===== config.mk =====
export PLATFORM = sky130hd
export DESIGN_NAME = seq_decoder
export DESIGN_NICKNAME = d
export VERILOG_FILES = /design/src/rtl/seq_decoder.sv
export SDC_FILE = /design/constraint.sdc
export NUM_CORES = 1
export LEC_CHECK = 0
export CAP_MARGIN = 15
export CELL_PAD_IN_SITES_DETAIL_PLACEMENT = 1
export CELL_PAD_IN_SITES_GLOBAL_PLACEMENT = 1
export CORE_MARGIN = 5
export CORE_UTILIZATION = 45
export DETAILED_ROUTE_END_ITERATION = 10
export DONT_BUFFER_PORTS = 1
export PLACE_DENSITY_LB_ADDON = 0.1
export SETUP_SLACK_MARGIN = 0.3
export SYNTH_ARGS = -nofsm -noshare
export SYNTH_HDL_FRONTEND = slang
export SYNTH_SLANG_ARGS = --single-unit

===== constraint.sdc =====
create_clock -name clk -period 2.61 [get_ports clk]
set_input_delay 0.3915 -clock clk [delete_from_list [all_inputs] [get_ports clk]]
set_output_delay 0.3915 -clock clk [all_outputs]
set_load 0.1 [all_outputs]

===== src/rtl/seq_decoder.sv =====
`default_nettype none
// ============================================================================
// seq_decoder : FIFO-buffered 2-to-4 decoder replaying each code as a
//               one-hot pulse held for HOLD cycles.
// Revision    : 1.0
// ============================================================================
module seq_decoder #(
  parameter int unsigned HOLD  = 4,
  parameter int unsigned DEPTH = 4
) (
  input  logic                     clk,
  input  logic                     rst_n,
  input  logic                     x,
  input  logic                     y,
  input  logic                     in_valid,
  output logic                     in_ready,
  output logic                     a,
  output logic                     b,
  output logic                     c,
  output logic                     d,
  output logic                     busy,
  output logic [$clog2(DEPTH):0]   level
);

  localparam int unsigned PW = $clog2(DEPTH);
  localparam int unsigned LW = PW + 1;

  localparam logic [LW-1:0] C_DEPTH   = LW'(DEPTH);
  localparam logic [7:0]    C_HOLD_M1 = 8'(HOLD - 1);

  localparam logic [0:0] S_IDLE   = 1'b0;
  localparam logic [0:0] S_ACTIVE = 1'b1;

  logic [1:0]    mem_q [DEPTH];
  logic [PW-1:0] wr_ptr_q, wr_ptr_d;
  logic [PW-1:0] rd_ptr_q, rd_ptr_d;
  logic [LW-1:0] level_q, level_d;
  logic [0:0]    state_q, state_d;
  logic [7:0]    cnt_q, cnt_d;
  logic [3:0]    oh_q, oh_d;
  logic          push;
  logic          pop;
  logic [3:0]    head_oh;

  assign in_ready = (level_q < C_DEPTH);
  assign push     = in_valid && in_ready;
  assign level    = level_q;

  // Bit order {a,b,c,d}: code 3 lights a, code 0 lights d.
  assign head_oh  = 4'b0001 << mem_q[rd_ptr_q];

  always_ff @(posedge clk) begin
    if (push) begin
      mem_q[wr_ptr_q] <= {x, y};
    end
  end

  always_comb begin
    wr_ptr_d = push ? wr_ptr_q + 1'b1 : wr_ptr_q;
    rd_ptr_d = pop  ? rd_ptr_q + 1'b1 : rd_ptr_q;
    level_d  = level_q;
    case ({push, pop})
      2'b10:   level_d = level_q + 1'b1;
      2'b01:   level_d = level_q - 1'b1;
      default: level_d = level_q;
    endcase
  end

  always_ff @(posedge clk or negedge rst_n) begin
    if (!rst_n) begin
      state_q  <= S_IDLE;
      cnt_q    <= 8'd0;
      oh_q     <= 4'b0000;
      wr_ptr_q <= '0;
      rd_ptr_q <= '0;
      level_q  <= '0;
    end else begin
      state_q  <= state_d;
      cnt_q    <= cnt_d;
      oh_q     <= oh_d;
      wr_ptr_q <= wr_ptr_d;
      rd_ptr_q <= rd_ptr_d;
      level_q  <= level_d;
    end
  end

  // On hold expiry the next buffered code is loaded directly, so no gap cycle.
  always_comb begin
    state_d = state_q;
    cnt_d   = cnt_q;
    oh_d    = oh_q;
    pop     = 1'b0;
    case (state_q)
      S_IDLE: begin
        if (level_q != '0) begin
          pop     = 1'b1;
          oh_d    = head_oh;
          cnt_d   = C_HOLD_M1;
          state_d = S_ACTIVE;
        end
      end
      S_ACTIVE: begin
        if (cnt_q != 8'd0) begin
          cnt_d = cnt_q - 8'd1;
        end else if (level_q != '0) begin
          pop   = 1'b1;
          oh_d  = head_oh;
          cnt_d = C_HOLD_M1;
        end else begin
          oh_d    = 4'b0000;
          state_d = S_IDLE;
        end
      end
      default: begin
        oh_d    = 4'b0000;
        state_d = S_IDLE;
      end
    endcase
  end

  always_comb begin
    busy         = (state_q == S_ACTIVE);
    {a, b, c, d} = oh_q;
  end

endmodule
`default_nettype wire


==> results_dict.tcl <==
set metrics [dict create \
    post-route-drc-count 0 \
    crit_fanout 4 \
    netlist_top_cells_count "20 x dfrtp_1, 14 x inv_1, 8 x edfxtp_1" \
    clock-root-buffer "clkbuf_4" \
    drive_gt1_share_pct 18.75 \
    path_class "reg -> reg" \
    fp.dieW_um 64.85 \
    final_util_pct 51.13 \
    asyncSetResetFlopFracSynth_pct 71.43 \
    setup-violations-final 0 \
    io_pins 14 \
    first_pass_iters 4 \
    clk_pin_slew_ns 0.15 \
    via_per_inst 5.752 \
    use_met3_pct 2.426 \
    worstSetupStartpointType "flip-flop" \
    synthDistinctLibCells 32 \
    synth_nets 130 \
    dieHeight_um 64.85 \
    rows 20 \
    numCtsBuffers 3 \
    synth_most_common_cell "dfrtp_1" \
    area_growth_pct 12.48 \
    ant_nets 0 \
    final.setup_skew_ns 0.002555 \
    grt_pass1_vias 1015 \
    synth-seq-cells 28 \
    finalHoldViolations 0 \
    fmax_ghz 0.4696 \
    initial_core_util_pct 45.46 \
    antenna_found_initial 0 \
    antennaDiodeCount 0 \
    required_ns 2.87 \
    worstSetupEndpointType "flip-flop" \
    grt_pass1_wl_um 4602 \
    met2_usage_pct 25.03 \
    tns_ns 0 \
    maxCapViolCount 0 \
    cts_tree "built" \
    core_mm2 0.002978 \
    htreeDepth 1 \
    dieArea_mm2 0.004206 \
    fin_crit_ns 2.130 \
    syn_area_mm2 0.001354 \
    synth_edf_count 8 \
    worstSkewPairLatency_ns 0.32 \
    slew_viol_final 0 \
    ys.warnings.count 0 \
    synth_top_area_share_pct 36.97 \
    wl_per_cell_um 16.94 \
    use_met1_pct 17.46 \
    synth_cells 117 \
    arrival_ns 2.39 \
    min_path_type "in -> reg" \
    gp_congestion 0.8092 \
    dp_hpwl_um 2121 \
    tightest_slew_ns 0.9113 \
    clk_path_buf_depth 2 \
    portBuffers 0 \
    grt_max_degree 21 \
    slew_headroom_pct 39.04 \
    postRouteWirelength_um 2727 \
    grt.total_usage_pct 14.10 \
    rsz0062_at_grt "false" \
    vias 926 \
    synthTopCellsByArea "dfrtp_1 37%, edfxtp_1 18%, ha_1 6.5%, inv_1 3.9%, a32o_1 3.7%" \
    nets 142 \
    status "completed" \
    drtIter0Drc 43 \
    fin_crit_sh_pct 81.59 \
    busiest_layer "met2" \
    gr-total-overflow 0 \
    syn_area_per_cell_um2 11.57 \
    cts_sinks 28 \
    ys.flop_type "dfrtp_1" \
    synth_top_area_cell "dfrtp_1" \
    ys_seq_area_share_pct 54.71 \
    reg2reg_slack_ns 0.48 \
]
placed cells by master (no fill, tap or decap), types with 2 or more instances in the layout:
cell,n
xnor2_1,3
or3_1,2
nor3_1,6
xor2_1,3
nor2_1,7
dfrtp_2,6
ha_1,7
nand3_1,3
o21ai_0,4
mux4_2,2
a32o_1,5
nand2_1,7
and2_1,4
a31oi_1,2
inv_1,14
clkbuf_4,3
dfrtp_1,14
edfxtp_1,8
a21oi_1,4
buf_4,8
worst paths after layout:
check | start | endpoint | cells past startpoint
min in group asynchronous | rst_n | cnt_q[4] | 1
worst min-delay path | y | mem_q[0][0] | 0
worst min register to register | rd_ptr_q[1] | rd_ptr_q[1] | 1
worst max register to register | cnt_q[3] | level[2] | 9
worst max-delay path | cnt_q[3] | level[2] | 9
max in group asynchronous | rst_n | level[2] | 1
sequential cells by signal, summed over array words and instances, names as in the netlist:
signal,count
cnt_q,8
busy,1
wr_ptr_q,2
oh_q,4
rd_ptr_q,2
level,3
mem_q,8
metal layers:
layer  wire length [um]  vias to the layer above
met1               1173                      475
met2               1422                       18
met5                  0                        -
met4                 15                        0
met3                116                        2
li1                   -                      431
worst max-delay path, cell delays in order (launching register included):
cell	delay [ns]
dfrtp_2	0.47
nor4_4	0.32
a31oi_2	0.15
nor2_2	0.12
ha_1	0.19
inv_1	0.06
fa_1	0.37
xor2_1	0.15
nor2_1	0.11
xnor2_1	0.12
per-stage QoR:
step           instances  setup WS (ns)  area [um^2]  hold slack, ns
2_1_floorplan        117         0.3925         1359         0.09591
3_3_place_gp         155         0.4993         1444         0.09654
3_5_place_dp         155         0.4394         1444         0.09654
4_1_cts              160         0.4115         1506          0.1356
5_1_grt              161         0.3034         1523          0.1201
6_report             161         0.4804         1523          0.1460
what timing repair did:
action	CTS	global route
setup buffers	0	1
hold endpoints to repair	20	0
resized for setup	0	3
setup endpoints to repair	0	1
hold buffers	1	0
kinds of logic after synthesis:
logic type / after synthesis / synth area share [%]
simple gates: 37 / 15.44
flops: 28 / 54.71
compound gates: 20 / 10.17
buf+inv: 16 / 4.528
fa+ha+maj: 8 / 7.948
xor+xnor: 6 / 3.882
mux: 2 / 3.327
area by class of cell:
cell class | instances | area (um^2)
clock buffers | 3 | 22.52
clock inverters | 1 | 30.03
fillers | 328 | 1455
inverters | 14 | 52.55
multi-input cells | 73 | 558.0
flip-flops and latches | 28 | 748.2
well taps | 33 | 41.29
repair buffers | 9 | 70.07
Power is not shown: default switching activity piles up to over one toggle a cycle in this logic, so the estimate is an artifact.
